--- src/rtl/serial_add_arbiter.sv ---
// serial_add_arbiter: round-robin shared bit-serial adder, one half-adder pair sequenced LSB first
module serial_add_arbiter #(
    parameter int WIDTH = 8
) (
    input  logic             clk,
    input  logic             rst_n,
    input  logic             req0,
    input  logic [WIDTH-1:0] a0,
    input  logic [WIDTH-1:0] b0,
    input  logic             req1,
    input  logic [WIDTH-1:0] a1,
    input  logic [WIDTH-1:0] b1,
    output logic             gnt0,
    output logic             gnt1,
    output logic             busy,
    output logic             done,
    output logic             owner,
    output logic [WIDTH-1:0] sum,
    output logic             carry
);
    localparam int CW = $clog2(WIDTH);
    localparam logic [CW-1:0] LAST = CW'(WIDTH - 1);

    typedef enum logic [1:0] {IDLE, ADD, DONE} state_t;
    state_t state, state_nx;

    logic [WIDTH-1:0] sa, sb, res;
    logic [CW-1:0]    cnt;
    logic             c, last_owner;
    logic             any, win, s1, c1, sbit, c2, last;

    assign any  = req0 | req1;
    // On a tie the requester that did not win last time goes first
    assign win  = (req0 & req1) ? ~last_owner : req1;
    assign s1   = sa[0] ^ sb[0];
    assign c1   = sa[0] & sb[0];
    assign sbit = s1 ^ c;
    assign c2   = s1 & c;
    assign last = cnt == LAST;

    always_comb begin
        state_nx = state;
        case (state)
            IDLE:    state_nx = any ? ADD : IDLE;
            ADD:     state_nx = last ? DONE : ADD;
            default: state_nx = IDLE;
        endcase
    end

    always_ff @(posedge clk or negedge rst_n) begin
        if (!rst_n) state <= IDLE;
        else        state <= state_nx;
    end

    always_ff @(posedge clk or negedge rst_n) begin
        if (!rst_n) begin
            sa         <= '0;
            sb         <= '0;
            res        <= '0;
            cnt        <= '0;
            c          <= 1'b0;
            last_owner <= 1'b1;
            gnt0       <= 1'b0;
            gnt1       <= 1'b0;
            busy       <= 1'b0;
            done       <= 1'b0;
            owner      <= 1'b0;
            sum        <= '0;
            carry      <= 1'b0;
        end else begin
            gnt0 <= 1'b0;
            gnt1 <= 1'b0;
            done <= 1'b0;
            case (state)
                IDLE: if (any) begin
                    sa         <= win ? a1 : a0;
                    sb         <= win ? b1 : b0;
                    res        <= '0;
                    cnt        <= '0;
                    c          <= 1'b0;
                    sum        <= '0;
                    carry      <= 1'b0;
                    owner      <= win;
                    last_owner <= win;
                    gnt0       <= ~win;
                    gnt1       <= win;
                    busy       <= 1'b1;
                end
                ADD: begin
                    sa  <= sa >> 1;
                    sb  <= sb >> 1;
                    res <= {sbit, res[WIDTH-1:1]};
                    c   <= c1 | c2;
                    cnt <= cnt + 1'b1;
                    if (last) begin
                        sum   <= {sbit, res[WIDTH-1:1]};
                        carry <= c1 | c2;
                        done  <= 1'b1;
                    end
                end
                DONE:    busy <= 1'b0;
                default: busy <= 1'b0;
            endcase
        end
    end
endmodule

--- config.mk ---
export PLATFORM = sky130hd
export DESIGN_NAME = serial_add_arbiter
export DESIGN_NICKNAME = d
export VERILOG_FILES = /design/src/rtl/serial_add_arbiter.sv
export SDC_FILE = /design/constraint.sdc
export NUM_CORES = 1
export LEC_CHECK = 0
export CORE_ASPECT_RATIO = 0.9
export CORE_MARGIN = 8
export CORE_UTILIZATION = 53
export CTS_CLUSTER_SIZE = 16
export DETAILED_ROUTE_END_ITERATION = 7
export MAX_ROUTING_LAYER = met4
export PLACE_DENSITY_LB_ADDON = 0.2
export RECOVER_POWER = 25
export REMOVE_ABC_BUFFERS = 1
export SYNTH_ARGS = -nofsm -noshare
export SYNTH_HDL_FRONTEND = slang
export SYNTH_SLANG_ARGS = --single-unit
--- constraint.sdc ---
create_clock -name clk -period 2.35 [get_ports clk]
set_input_delay 0.3525 -clock clk [delete_from_list [all_inputs] [get_ports clk]]
set_output_delay 0.3525 -clock clk [all_outputs]
set_load 0.1 [all_outputs]
=== Yosys cells after proc, flatten, opt, wreduce, memory -nomap -nowiden ===
Cells that the tools add are included.

* Add/sub/neg operators: 1
* $mul: 0
* Div/mod/pow operators: 0
* $lt $le $gt $ge: 0
* Equal/unequal tests: 4
* Shift operators: 0
* Multiplexer cells: 28
* Bitwise gates (word level): 10
* Reduce and logical (&&, ||, !) cells: 6

{| class="wikitable"
|+ Operator list
! cell !! number
|-
| $pmux 8 s2 || 4
|-
| $mux 8 || 6
|-
| $mux 1 || 11
|-
| $pmux 1 s2 || 3
|-
| $pmux 3 s2 || 1
|-
| $reduce_and 2->1 || 3
|-
| $ne 2x2->1 const B || 2
|-
| $pmux 2 s2 || 1
|-
| $add 3x1->3 const B || 1
|-
| $and 1x1->1 || 3
|-
| $eq 3x3->1 const B || 1
|-
| $mux 3 || 1
|-
| $not 1->1 || 3
|-
| $reduce_and 3->1 || 1
|-
| $eq 2x1->1 const B || 1
|-
| $logic_not 2->1 || 1
|-
| $mux 2 || 1
|-
| $or 1x1->1 || 2
|-
| $reduce_bool 2->1 || 1
|-
| $xor 1x1->1 || 2
|}

* Bits in registers: 45
* Latch bits: 0
* RAM bits: 0
* ROM bits: 0
* Input port bits: 36
* Memories kept: 0

=== Logic depth before layout (Yosys ltp) ===
* Depth after elaboration: 5
* Gate-level depth with buffers: 6
* Gate-level depth less buffers: 5

=== Worst setup path after synthesis ===
Ideal clock, no wire load.

* Kind: register to register
* Start point: register, netlist name done
* End point: register sa[7]
* Data arrival time: 1.767 ns
* Slack: 0.457 ns
* Cell stages (with the launch flop): 5
* Path buffers: 1
* Period minus slack after synthesis: 1.893 ns
* Cell sequence: dfrtp_1 clkbuf_1 nor3b_1 and2_1 a221o_1

{| class="wikitable"
|+ RTL lines
! what !! line !! source
|-
| end signal, assigned || 76 || <nowiki>sa <= win ? a1 : a0;</nowiki>
|-
| end signal, assigned || 90 || <nowiki>sa <= sa >> 1;</nowiki>
|-
| end, declared || 27 || <nowiki>logic [WIDTH-1:0] sa, sb, res;</nowiki>
|}

=== Final worst setup path ===
* Start point: register done
* End point: output port done

{| class="wikitable"
|+ RTL lines
! what !! line !! source
|-
| start, declared || 16 || <nowiki>output logic done,</nowiki>
|-
| start signal, assigned || 66 || <nowiki>done <= 1'b0;</nowiki>
|-
| start signal, assigned || 73 || <nowiki>done <= 1'b0;</nowiki>
|-
| start signal, assigned || 98 || <nowiki>done <= 1'b1;</nowiki>
|}

No word-level cell between the ends.

==> results.md <==
- The count of endpoints failing hold in the final timing report is 0.
- For this run, asynchronously set or reset flops after synthesis account for 100%.
- The violation count after the first detailed-route iteration is 99.
- The cell sitting at the root of the clock tree is a sky130_fd_sc_hd__clkbuf_8.
- The number of max-capacitance violations reported is 0.
- The run finished with clean final reports.
- The endpoint identified for the worst register-to-register timing path is sb[0].
- The number of buffers between clock root and the deepest sink is 2.
- The sort of element at the end of the critical path is a primary output.
- The initial antenna violation count was 0.
- TritonCTS built the clock tree.
- Yosys mapped a number of flops with a built-in enable equal to 0.
- In the routed layout, each cell is associated on average with a via count of 5.96.
- The maximum achievable frequency is 0.564 GHz.
- The share of synthesized area in the top cell type comes to 50.1%.
- The actual transition at the worst max-transition pin is 1.03 ns.
- The layout has 280 filler cells.
- The met1 layer wirelength in the final routing is 2090 um.
- The netlist area before placement is ~2100 sq um.
- The final-report max-slew violation count came to 0.
- The hold slack is 0.219 ns.
- The via count of the first global-routing pass came to 1855.
- The largest driver fanout on the critical path is 21.
- The number of buffers added for setup after CTS is 0.
- The data arrival time of the critical path is 1.42 ns.
- The area of the core region is 3760 sq um.
- The number of buffers inserted by port buffering is 49.
- The die footprint is 6230 sq um.
- The delay of the slowest cell on the worst path is 0.72 ns.
- Grouping stages by cell kind, the critical path spends the most delay in flip-flops.
- The count of antenna-violating nets left after detailed routing is 0.
- The pin count of the biggest net entering global routing is 44.
- By area the synthesized netlist is led by sky130_fd_sc_hd__dfrtp_1 50%, sky130_fd_sc_hd__a221oi_1 5.8%, sky130_fd_sc_hd__and2_1 5.1%, sky130_fd_sc_hd__o31ai_1 5.0%, sky130_fd_sc_hd__nor2b_1 4.8%.
- The first global-routing pass estimated 8370 um of wire.
- The number of nets in the layout is 284.
- The largest total area in the synthesized netlist belongs to sky130_fd_sc_hd__dfrtp_1.
- The power per cell area is 1370 nW/um^2.
- The routed length on met2 is 2530 um.
- The instance count of the mapped netlist is 195.
- The TritonCTS buffer count is 5.
- At the later pin of the worst-skew pair, clock insertion delay measures approximately 0.3 ns.
- For this configuration, the core starts out at a cell density of 55.8%.
- After detailed routing, the average wire length per cell comes to approximately 17 um.
- The number of buffers and inverters on the critical path is 1.
- The die outline width is approximately 82 um.
- The clock drives between 40 and 50 sinks.
- The netlist uses 29 different library cells.
- The congestion estimate from routability-driven global placement came to 0.806.
- VDD sags by at most 0.635 mV.
- The worst relative slew slack is 31.7%.
- The slack of the critical path is approximately 0.58 ns.
- The detailed-routed wire length on met3 is approximately 230 um.
- Setup violations remaining at the end of the flow were counted as 0.
- The reg-to-reg critical path startpoint is state[0].
- The critical-path cell with the highest stage delay is sky130_fd_sc_hd__dfrtp_1.
- The count of pins on the block boundary is 50.
- The area growth from synthesis to layout is 28.9%.
- The minimum clock period is 1.77 ns.
- The final cycle utilization of the critical path is 75.5%.
- The number of gates resized after CTS was 0.
- The worst-case reg-to-reg path depth is 4.
- The data required time at the worst endpoint is about 2.0 ns.
- For this run, the leading register cell type out of synthesis is sky130_fd_sc_hd__dfrtp_1.
- On the final layout, the worst clock skew is 0.00573 ns.
- The number of search-and-repair iterations in the first detailed-routing pass is 4.
- After detailed routing, no signal wire sits above met4.
- The class of the tightest hold or removal check is input pin to asynchronous set/reset pin.
- The vertical die dimension is 75.7 um.
- The final wirelength is 4970 um.
- Clock-pin slew was measured on the worst setup and hold paths at 0.08 ns.
- The sequential-to-total area share from yosys stat is 51.4%.
- Cells with a size suffix above 1 make up between 10% and 20% of the layout.
- The critical path goes through buf_4.
- A synthesized cell averages roughly 11 sq um.
- The post-placement setup slack is 0.347 ns.
- In this run the number of H-tree levels came out at 2.
- Once detailed placement completed, the half-perimeter wirelength came to 3580 um.
- The remaining routing DRC violations is 0.
- The number of hold buffers added after CTS was 0.
- The critical path is of the flip-flop to primary output type.
- The antenna cell count is 0.
- The worst setup path is launched from a flip-flop.
- Global routing used 17.8% of the available tracks across all layers.
- The leakage power of the design is 1.19 nW.
- The number of warning messages in the yosys log is 0.
- The floorplan has 21 rows.
- The aggregate global routing overflow is 0.
- The total vias in the final route is about 1700.
- Setup repair after global routing left no endpoint under its margin.
- The slack of the worst reg-to-reg path is 0.74 ns.
- The synthesized design contains 43 register bits.
metal layers:
layer  track usage [%]  vias to the layer above
li1                  -                      800
met2              30.0                       48
met5                 -                        -
met4              8.95                        0
met1              19.9                      872
met3              3.30                       13
area by class of cell:
type / instances / area (sq um) / area share, %
Timing Repair Buffer: 59 / 526 / 19.4
Clock inverter: 1 / 30.0 / 1.11
Clock buffer: 6 / 72.6 / 2.69
Multi-Input combinational cell: 125 / 898 / 33.2
Tap cell: 46 / 57.6 / 2.13
Inverter: 11 / 41.3 / 1.53
Sequential cell: 43 / 1080 / 39.9
worst max-delay path by stage:
stage,startpoint,end,slack [ns],cells after the start
2_1_floorplan,done,sa[0],-0.31,3
3_3_place_gp,req1,sb[1],0.38,5
3_5_place_dp,req1,sb[5],0.35,5
4_1_cts,done,done,0.59,1
5_1_grt,done,done,0.50,1
6_report,done,done,0.58,1
cells in the mapped netlist (2+ instances only):
master	count
sky130_fd_sc_hd__and2_1	17
sky130_fd_sc_hd__ha_1	2
sky130_fd_sc_hd__a21oi_1	3
sky130_fd_sc_hd__mux2i_1	9
sky130_fd_sc_hd__nor2b_1	16
sky130_fd_sc_hd__nor3b_1	2
sky130_fd_sc_hd__a22o_1	10
sky130_fd_sc_hd__and3_1	2
sky130_fd_sc_hd__o31ai_1	14
sky130_fd_sc_hd__a221o_1	2
sky130_fd_sc_hd__a221oi_1	14
sky130_fd_sc_hd__o21bai_1	2
sky130_fd_sc_hd__buf_6	2
sky130_fd_sc_hd__buf_2	3
sky130_fd_sc_hd__dfrtp_1	42
sky130_fd_sc_hd__nand2_1	10
sky130_fd_sc_hd__inv_1	11
sky130_fd_sc_hd__clkbuf_1	10
sky130_fd_sc_hd__o21ai_0	14
sequential cells by signal (all words and copies together), names as in the netlist, 3 cells and up:
register / count
res: 7
cnt: 3
sb: 8
sum: 8
sa: 8
logic make-up after synthesis:
group | count (synthesis) | share of synthesized area [%]
compound gates | 60 | 21.2
fa+ha+maj | 3 | 2.15
buf+inv | 27 | 5.91
flops | 43 | 51.4
mux | 10 | 4.83
simple gates | 52 | 14.5
power breakdown:
group	total (mW)	switching, mW	internal (mW)
Combinational	1.86	1.22	0.640
Sequential	1.28	0.223	1.06
Clock	0.561	0.250	0.312
Total	3.71	1.70	2.01
metrics by stage:
stage               instances  setup TNS, ns  power [mW]  util, %  area (sq um)
detailed placement        284              0        3.16     69.2          2600
global placement          284              0        3.07     69.2          2600
CTS                       291              0        3.72     71.9          2700
floorplan                 179          -8.35        2.62        -          2010
finish                    291              0        3.71     71.9          2700
global route              291              0        3.90     71.9          2700
layout by cell type (no fill, tap or decap):
cell type	count
sky130_fd_sc_hd__buf_4	24
sky130_fd_sc_hd__nand2_1	10
sky130_fd_sc_hd__o21bai_1	2
sky130_fd_sc_hd__a221o_1	2
sky130_fd_sc_hd__nor2b_1	15
sky130_fd_sc_hd__or2_1	1
sky130_fd_sc_hd__o21ai_0	14
sky130_fd_sc_hd__and2_1	17
sky130_fd_sc_hd__nor2_1	1
sky130_fd_sc_hd__nor2b_2	1
sky130_fd_sc_hd__clkbuf_8	5
sky130_fd_sc_hd__dfstp_2	1
sky130_fd_sc_hd__and3_1	2
sky130_fd_sc_hd__nor3b_1	2
sky130_fd_sc_hd__inv_1	11
sky130_fd_sc_hd__mux2i_1	9
sky130_fd_sc_hd__or2b_1	1
sky130_fd_sc_hd__fa_1	1
sky130_fd_sc_hd__nor3_2	1
sky130_fd_sc_hd__a21oi_1	3
sky130_fd_sc_hd__dfrtp_1	42
sky130_fd_sc_hd__a22o_1	10
sky130_fd_sc_hd__a221oi_1	14
sky130_fd_sc_hd__a21bo_2	1
sky130_fd_sc_hd__o31ai_1	14
sky130_fd_sc_hd__clkdlybuf4s50_1	34
sky130_fd_sc_hd__clkbuf_2	1
sky130_fd_sc_hd__nor3_1	1
sky130_fd_sc_hd__clkbuf_1	1
sky130_fd_sc_hd__bufinv_16	1
sky130_fd_sc_hd__mux2_2	1
sky130_fd_sc_hd__ha_1	2
Note: power is estimated with default switching activity, not from simulation.
==> variant, RTL diff (same flow settings) <==
Set the parameter `WIDTH` to 4 (it was 8).
--- a/src/rtl/serial_add_arbiter.sv
+++ b/src/rtl/serial_add_arbiter.sv
@@ -1,6 +1,6 @@
 // serial_add_arbiter: round-robin shared bit-serial adder, one half-adder pair sequenced LSB first
 module serial_add_arbiter #(
-    parameter int WIDTH = 8
+    parameter int WIDTH = 4
 ) (
     input  logic             clk,
     input  logic             rst_n,
Interface: changed (5 resized); port bits go from 50 to 30. No check against the original RTL was run, so the function may have changed too.
==> variant against the unedited design <==
- core utilization is 1.3 points lower
- sequential cell count down 17
- setup slack got worse by 39 ps
- routed wire length down 45%
- critical path depth grew 2
- area after synthesis fell by 41%
- cell area decreased by 42%
- sequential power decreased by 37%
- power is 37% lower
- count of clock-buffer cells in the layout down 3
==> variant: results (changes against the unedited design) <==
Global route
  – Maximum number of pins on one net before global-route repair: 27 (-39%)
  – First-pass GRT wire length: 4610 um (-45%)
  – Vias in the first global route: 971 (-48%)
  – Met2 Usage GRT: 23.8% (-6.1 points)
  – Tot GR Track Use: 15.1% (-2.7 points)
  – Routing usage on met3: 4.48% (+1.2 points)

Critical path
  – Max incr delay on CP: 550 ps (-170 ps)
  – Delay-heaviest family, CP: simple AND/OR/NAND/NOR gates
  – CP Max Fanout: 17 (-19%)
  – R2R setup slack: 540 ps (-200 ps)
  – Worst Reg-to-Reg Cells: 3 (-1)

Power
  – Pwr/cell area: 1500 nW/um^2 (+9.7%)
  – VDD IR max: 1.25 mV (+97%)
  – Leakage: 0.697 nW (-42%)

Synthesis
  – Multiplexer share of the synthesized area: 4.95% (+0.12 points)
  – Compound-gate portion of the synthesized area: 23.6% (+2.4 points)
  – Post-Synth Adder-Cell Area: 2.63% (+0.48 points)
  – Post-synthesis cell type count: 31 (+6.9%)
  – Sequential area share after synthesis: 52.6% (+1.3 points)
  – Syn_area_per_cell: 11.5 um^2 (+6.7%)
  – Area contributors post-synth: dfrtp_1 51%, a22o_2 8.1%, o21ai_0 4.8%

Drt
  – Total number of vias: 955 (-45%)
  – Met2 wire length: 1290 um (-49%)
  – Detailed-route wire length: 2730 um (-45%)
  – M1 WL: 1270 um (-39%)
  – DR WL met3: 132 um (-41%)
  – Drt first-iter violations: 53 (-46%)

Placement
  – Dpl hpwl: 2020 um (-43%)
  – Port-buffer cells: 29 (-41%)
  – Setup WS pre-CTS: 257 ps (-89.7 ps)
  – Placed inst area: 1510 um^2 (-42%)
  – Gpl congestion: 0.795 (-1.4%)

Finish
  – Signal buf overhead: 17.8% (-1.7 points)
  – Nets@finish: 159 (-44%)
  – Signal buffers: 31 (-47%)
  – Logic inverters: 6 (-5)
  – Multi-input gates: 69 (-45%)
  – Number of clock buffers in the layout: 3 (-3)
  – Reg area: 652 um^2 (-39%)
  – Clk tree area frac: 3.38% (-0.42 points)
  – Largest registers: sa: 4 flops, sb: 4 flops, sum: 4 flops
  – Fill cell count: 182 (-35%)
  – Layout cells sized above 1: 23.5% (+8.8 points)

CTS
  – Reg clk slew, reported paths: 150 ps (+70 ps)
  – CTS Sinks: 26 (-40%)
  – Worst skew pair latency: 330 ps (+30 ps)
  – H-tree depth: 1 (-1)
  – CTS buffer count: 3 (-2)

Floorplan
  – Site Rows: 16 (-24%)

Min path
  – Worst hold path class: reg -> reg

Timing
  – Slew @ Worst Pin: 1310 ps (+287 ps)
  – Worst Skew: 6.26 ps (+0.529 ps)
  – Hold Slack: 503 ps (+285 ps)

Run status
  – Outcome: finished clean
[variant: cell families after synthesis]
family                     Yosys count
AOI/OAI and AO/OA                   40
DFF                                 26
and+or+nand+nor                     21
buffers and inverters               13
muxes                                6
adders and majority gates            2
[variant: worst max-delay path by stage]
stage | start | end | slack (ps) | cells past startpoint
2_1_floorplan | state[1]$_DFF_PN0_ | sa[0]$_DFFE_PN0P_ | 410 | 3
3_3_place_gp | req1 | cnt[0]$_DFFE_PN0P_ | 340 | 4
3_5_place_dp | req1 | sa[0]$_DFFE_PN0P_ | 260 | 4
4_1_cts | state[0]$_DFF_PN0_ | cnt[0]$_DFFE_PN0P_ | 550 | 3
5_1_grt | state[0]$_DFF_PN0_ | cnt[0]$_DFFE_PN0P_ | 380 | 3
6_report | state[0]$_DFF_PN0_ | cnt[0]$_DFFE_PN0P_ | 540 | 3
[variant: power breakdown]
part	switching [mW]	leakage, nW	internal, mW
registers	0.164	0.332	0.639
clock network	0.137	0.0279	0.173
logic	0.820	0.337	0.407
total	1.12	0.697	1.22
